## src/rtl/raster_scan_ctrl_if.sv

```systemverilog
// raster_scan_ctrl_if: control, region and pixel stream bundle
// for the raster scan sequencer.
interface raster_scan_ctrl_if #(
  parameter int COORD_BITS = 10
);
  logic                  start;
  logic                  abort;
  logic [COORD_BITS-1:0] x0;
  logic [COORD_BITS-1:0] y0;
  logic [COORD_BITS-1:0] width;
  logic [COORD_BITS-1:0] height;
  logic                  out_ready;
  logic                  out_valid;
  logic [COORD_BITS-1:0] px;
  logic [COORD_BITS-1:0] py;
  logic                  last;
  logic                  busy;
  logic                  done;

  modport master (
    output start, abort,
    output x0, y0, width, height,
    output out_ready,
    input  out_valid, px, py, last,
    input  busy, done
  );

  modport slave (
    input  start, abort,
    input  x0, y0, width, height,
    input  out_ready,
    output out_valid, px, py, last,
    output busy, done
  );
endinterface

```

## src/rtl/raster_scan_ctrl.sv

```systemverilog
// raster_scan_ctrl: walks a rectangular region row by row and
// streams one (x, y) coordinate per accepted beat.
module raster_scan_ctrl #(
  parameter int COORD_BITS = 10
) (
  input  logic               clk,
  input  logic               n_rst,
  raster_scan_ctrl_if.slave  bus
);

  localparam int CB = COORD_BITS;
  localparam logic [CB-1:0] ONE = CB'(1);

  typedef enum logic [1:0] {
    IDLE = 2'd0,
    SCAN = 2'd1,
    DONE = 2'd2
  } state_t;

  state_t state;

  logic [CB-1:0] x0_q;
  logic [CB-1:0] y0_q;
  logic [CB-1:0] w_q;
  logic [CB-1:0] h_q;
  logic [CB-1:0] xc;
  logic [CB-1:0] yc;

  logic          accept;
  logic          row_end;
  logic [CB-1:0] nxc;
  logic [CB-1:0] nyc;
  logic          nlast;

  // Next column/row position once the current beat is taken.
  always_comb begin
    accept  = bus.out_valid & bus.out_ready;
    row_end = (xc == w_q - ONE);
    nxc     = row_end ? '0 : xc + ONE;
    nyc     = row_end ? yc + ONE : yc;
    nlast   = (nxc == w_q - ONE) && (nyc == h_q - ONE);
  end

  // Sequencer FSM with registered stream and status outputs.
  always_ff @(posedge clk or negedge n_rst) begin
    if (!n_rst) begin
      state         <= IDLE;
      x0_q          <= '0;
      y0_q          <= '0;
      w_q           <= '0;
      h_q           <= '0;
      xc            <= '0;
      yc            <= '0;
      bus.out_valid <= 1'b0;
      bus.px        <= '0;
      bus.py        <= '0;
      bus.last      <= 1'b0;
      bus.busy      <= 1'b0;
      bus.done      <= 1'b0;
    end else begin
      unique case (state)
        IDLE: begin
          if (bus.start) begin
            bus.busy <= 1'b1;
            if (bus.width != '0 && bus.height != '0) begin
              state         <= SCAN;
              x0_q          <= bus.x0;
              y0_q          <= bus.y0;
              w_q           <= bus.width;
              h_q           <= bus.height;
              xc            <= '0;
              yc            <= '0;
              bus.out_valid <= 1'b1;
              bus.px        <= bus.x0;
              bus.py        <= bus.y0;
              bus.last      <= (bus.width == ONE) &&
                               (bus.height == ONE);
            end else begin
              state    <= DONE;
              bus.done <= 1'b1;
            end
          end
        end
        SCAN: begin
          if (bus.abort) begin
            state         <= IDLE;
            xc            <= '0;
            yc            <= '0;
            bus.out_valid <= 1'b0;
            bus.px        <= '0;
            bus.py        <= '0;
            bus.last      <= 1'b0;
            bus.busy      <= 1'b0;
          end else if (accept) begin
            if (bus.last) begin
              state         <= DONE;
              xc            <= '0;
              yc            <= '0;
              bus.out_valid <= 1'b0;
              bus.px        <= '0;
              bus.py        <= '0;
              bus.last      <= 1'b0;
              bus.done      <= 1'b1;
            end else begin
              xc       <= nxc;
              yc       <= nyc;
              bus.px   <= x0_q + nxc;
              bus.py   <= y0_q + nyc;
              bus.last <= nlast;
            end
          end
        end
        DONE: begin
          state    <= IDLE;
          bus.done <= 1'b0;
          bus.busy <= 1'b0;
        end
        default: begin
          state <= IDLE;
        end
      endcase
    end
  end

endmodule

```

## src/flat_wrapper.sv

```systemverilog
// flat-port wrapper written by rule: the top's interface ports become plain ports
module raster_scan_ctrl_flat 
#(
  parameter int COORD_BITS = 10
)
  (clk, n_rst, bus_start, bus_abort, bus_x0, bus_y0, bus_width, bus_height, bus_out_ready, bus_out_valid, bus_px, bus_py, bus_last, bus_busy, bus_done);
  raster_scan_ctrl_if #(.COORD_BITS(COORD_BITS)) bus_i ();
  input  logic clk;
  input  logic n_rst;
  input wire logic [$bits(bus_i.start)-1:0] bus_start;
  input wire logic [$bits(bus_i.abort)-1:0] bus_abort;
  input wire logic [$bits(bus_i.x0)-1:0] bus_x0;
  input wire logic [$bits(bus_i.y0)-1:0] bus_y0;
  input wire logic [$bits(bus_i.width)-1:0] bus_width;
  input wire logic [$bits(bus_i.height)-1:0] bus_height;
  input wire logic [$bits(bus_i.out_ready)-1:0] bus_out_ready;
  output wire logic [$bits(bus_i.out_valid)-1:0] bus_out_valid;
  output wire logic [$bits(bus_i.px)-1:0] bus_px;
  output wire logic [$bits(bus_i.py)-1:0] bus_py;
  output wire logic [$bits(bus_i.last)-1:0] bus_last;
  output wire logic [$bits(bus_i.busy)-1:0] bus_busy;
  output wire logic [$bits(bus_i.done)-1:0] bus_done;
  assign bus_i.start = bus_start;
  assign bus_i.abort = bus_abort;
  assign bus_i.x0 = bus_x0;
  assign bus_i.y0 = bus_y0;
  assign bus_i.width = bus_width;
  assign bus_i.height = bus_height;
  assign bus_i.out_ready = bus_out_ready;
  assign bus_out_valid = bus_i.out_valid;
  assign bus_px = bus_i.px;
  assign bus_py = bus_i.py;
  assign bus_last = bus_i.last;
  assign bus_busy = bus_i.busy;
  assign bus_done = bus_i.done;
  raster_scan_ctrl #(.COORD_BITS(COORD_BITS)) u_core (.clk(clk), .n_rst(n_rst), .bus(bus_i));
endmodule
```

## config.mk

```make
export PLATFORM = sky130hd
export DESIGN_NAME = raster_scan_ctrl_flat
export DESIGN_NICKNAME = d
export VERILOG_FILES = /design/src/rtl/raster_scan_ctrl_if.sv /design/src/rtl/raster_scan_ctrl.sv /design/src/flat_wrapper.sv
export SDC_FILE = /design/constraint.sdc
export NUM_CORES = 1
export LEC_CHECK = 0
export BUFFER_PORTS_ARGS = -buffer_cell sky130_fd_sc_hd__buf_2
export CAP_MARGIN = 25
export CORE_AREA = 4 4 124 174
export DETAILED_ROUTE_END_ITERATION = 10
export DIE_AREA = 0 0 128 178
export HOLD_SLACK_MARGIN = 0.15
export PLACE_DENSITY_LB_ADDON = 0.3
export RECOVER_POWER = 100
export SETUP_SLACK_MARGIN = 0.3
export SYNTH_ARGS = -nofsm -noshare
export SYNTH_HDL_FRONTEND = slang
export SYNTH_SLANG_ARGS = --single-unit
export TNS_END_PERCENT = 50
```

## constraint.sdc

```tcl
create_clock -name clk -period 7.9 [get_ports clk]
set_input_delay 0.79 -clock clk [delete_from_list [all_inputs] [get_ports clk]]
set_output_delay 0.79 -clock clk [all_outputs]
set_load 0.01 [all_outputs]
```

==> results.md <==
* CP Launch Type: flop
* RSZ-0062 raised after global routing: no
* CP Max Fanout at 15
* Post-synthesis sequential area ratio at 36.2%
* Final setup viols at 0
* Total routed wirelength at about 16 mm
* Via count at a little under 5,000
* DP HPWL at 12.5 mm
* Largest area contributor in the netlist: dfrtp_1
* Root buffer cell: clkbuf_16
* Synth area leaders: dfrtp_1 (36%), mux2_2 (6.3%), xnor2_1 (5.5%)
* Gpl congestion at 0.887
* Area share of and/or/nand/nor cells after synthesis at 18.4%
* Tcrit/Tclk final at 69.9%
* Syn_area_per_cell at 9.50 µm²
* Top-Level Pins at 69
* Die ar. at approximately 0.023 mm²
* CTS tree: yes
* Core Area at ~0.02 mm²
* CTS buffer count at 9
* Detailed Route Iter0 Violations at approximately 350
* LEAKAGE at 2.89 nW
* Placed Instances at 926
* Worst slack at placement at 2.64 ns
* Mux cell area share after synthesis at 6.43%
* Worst-Skew Late Latency at ~0.35 ns
* Hold Violations, Final at 0
* Post-synth EDFFs at 0
* Failing checks: max-capacitance violations, max-slew violations
* Main combinational cell family by area after synthesis: simple AND/OR/NAND/NOR gates
* Flop2flop setup slack at 2.38 ns
* Post_cts resized at 0
* Die W at 128 µm
* WL per Instance at roughly 17 µm
* Critical path arrival at 5.76 ns
* Primary FF master, synth: dfrtp_1
* Syn. warnings at 0
* TritonRoute pass-1 iters at 6
* DRT antenna net count at 0
* Clock tree buffer depth at 2
* Setup TNS at 0 ns
* Asr flop ratio synth at 100%
* Synth Instances at 625
* Clock sink total at 86
* Starting Density at 29.9%
* Final std cells w/o fill at 942
* Worst slew pin tran at 2.91 ns
* Max_cap viols at 4
* Unique cell type count in the Yosys netlist at 74
* Minimum clock period at 5.52 ns
* Worst rel slew slack at -93.9%
* Critical path type: reg2reg
* # diodes at 0
* Power Dens Cells at 340 mW/mm²
* Post-CTS Setup Inserts at 0
* Remaining DRCs at 0
* Initial antenna violation count at 1
* CP endpoint kind: flop
* Final WS setup at 2.38 ns
* Top-count cell post-synth: dfrtp_1
* Status: finished, violations left
* Max VDD drop at 0.116 mV
* Mapped Area at 0.00594 mm²
* Worst path required time at 8.13 ns
* Vias in the first global route at 5,008
* Fin. max-slew vios at between 150 and 200
* Commonest cells in the netlist: dfrtp_1 (86), nor2_1 (54), nand2_1 (52), o21ai_0 (52), xnor2_1 (37)
* Share of cells above drive strength 1 at between 10% and 20%
* Final Core Density at 33.9%
* Largest net degree at the start of global routing at 53
* # rows at 61
* Area delta synth->final at 13.2%
* GRT overflow at 0
* Setup Skew at ~0.008 ns
* Yosys reg bits at 86
* Synth Area in Compound Gates at 17.7%
* CTS H-tree depth at 3
* Fmax at 181 MHz
* Final Instance Area at 0.00672 mm²
* Placed cell areas at 0.00655 mm²
* Die Y-Extent at about 180 µm
* Worst-path clk slew at 0.07 ns
* Xor and xnor area share after synthesis at 11.7%
* Mapped Nets at 696
* Hold-fix buffers, CTS at 0
* Vias per cell at 5.19
* GRT Total Usage at 15.0%
* Worst hold-check path type: reg2reg
* Nets at 756
* Port-buffer cells at between 60 and 70
* Adder-cell share of the synthesized area at 5.73%
* First-pass GRT wire length at 26.7 mm
* Share of the synthesized area in the top cell type at 36.2%
-- per-stage QoR --
step	total power [W]	hold slack (ns)
6_report	0.00229	0.501
2_1_floorplan	0.00160	0.454
4_1_cts	0.00234	0.400
3_5_place_dp	0.00193	0.494
3_3_place_gp	0.00192	0.456
5_1_grt	0.00248	0.530
-- final cells by class --
cell class | count | area (µm²)
multi-input cells | 485 | 3540
well taps | 252 | 315
flip-flops and latches | 86 | 2150
fillers | 2120 | 13100
inverters | 27 | 101
clock buffers | 10 | 229
clock inverters | 6 | 38.8
repair buffers | 76 | 345
-- cells in the final DEF, fill, tap and decap left out, drive strengths merged, types with 8 or more instances in the layout --
cell type / instances
a21oi: 33
a221oi: 15
buf: 44
clkbuf: 42
dfrtp: 86
ha: 24
inv: 26
mux2: 33
nand2: 52
nand2b: 9
nand3: 16
nand4: 8
nor2: 55
nor3: 15
nor4: 11
o21ai: 55
xnor2: 37
xnor3: 8
xor2: 21
-- sequential cells by signal (all words and copies together), names as in the netlist, 2 cells and up --
signal         flops
u_core.h_q        10
u_core.x0_q       10
u_core.yc         10
u_core.y0_q       10
u_core.bus.py     10
u_core.bus.px     10
u_core.xc         10
u_core.w_q        10
u_core.state       2
-- cells by family (layout without fill, tap and decap cells) --
kind of cell             count (synthesis)  after routing
AO/OA/AOI/OAI                          156            156
XOR/XNOR                                66             66
adder cells (fa/ha/maj)                 26             26
buffers and inverters                   54            119
flip-flops                              86             86
multiplexers                            34             34
AND/OR/NAND/NOR                        203            203
-- final timing paths --
kind,depth (start not counted),from,end
setup / recovery,19,u_core.w_q[0],u_core.bus.py[8]
hold / removal,2,u_core.bus.done,u_core.bus.done
setup reg to reg,19,u_core.w_q[0],u_core.bus.py[8]
hold reg to reg,2,u_core.bus.done,u_core.bus.done
max in group asynchronous,2,n_rst,u_core.y0_q[6]
min in group asynchronous,1,n_rst,u_core.w_q[9]
-- metal layers --
| layer | wire length [µm] | part of all wire, % | global-route usage, % | vias up |
|---|---|---|---|---|
| met1 | 7360 | 45 | 19.3 | 2360 |
| met5 | 7 | 0.043 | 0 | - |
| met2 | 7900 | 48 | 24.6 | 121 |
| met3 | 771 | 4.7 | 2.70 | 22 |
| li1 | - | - | - | 2386 |
| met4 | 416 | 2.5 | 6.64 | 2 |
-- power by group --
part / internal [W] / leakage, nW / switching, W
clock network: 0.000212 / 0.128 / 0.000184
logic: 0.000475 / 1.71 / 0.000630
registers: 0.000614 / 1.06 / 0.000171
total: 0.00130 / 2.89 / 0.000985
-- critical path: stages (launching register included) --
cell and delay [ns]:
dfrtp_1 0.50, inv_1 0.08, ha_1 0.23, xor2_1 0.24, or2_2 0.32, a221o_1 0.37
a2111o_1 0.64, nor2_1 0.80, nand2_1 0.27, xnor2_1 0.20, ha_1 0.35, a21o_1 0.17
a21oi_1 0.21, o21bai_1 0.09, a21oi_1 0.23, o21bai_1 0.09, a21oi_1 0.18, xnor2_1 0.09
a221oi_1 0.27, nor2_1 0.07
No activity file was read; power rests on OpenSTA's default activity.
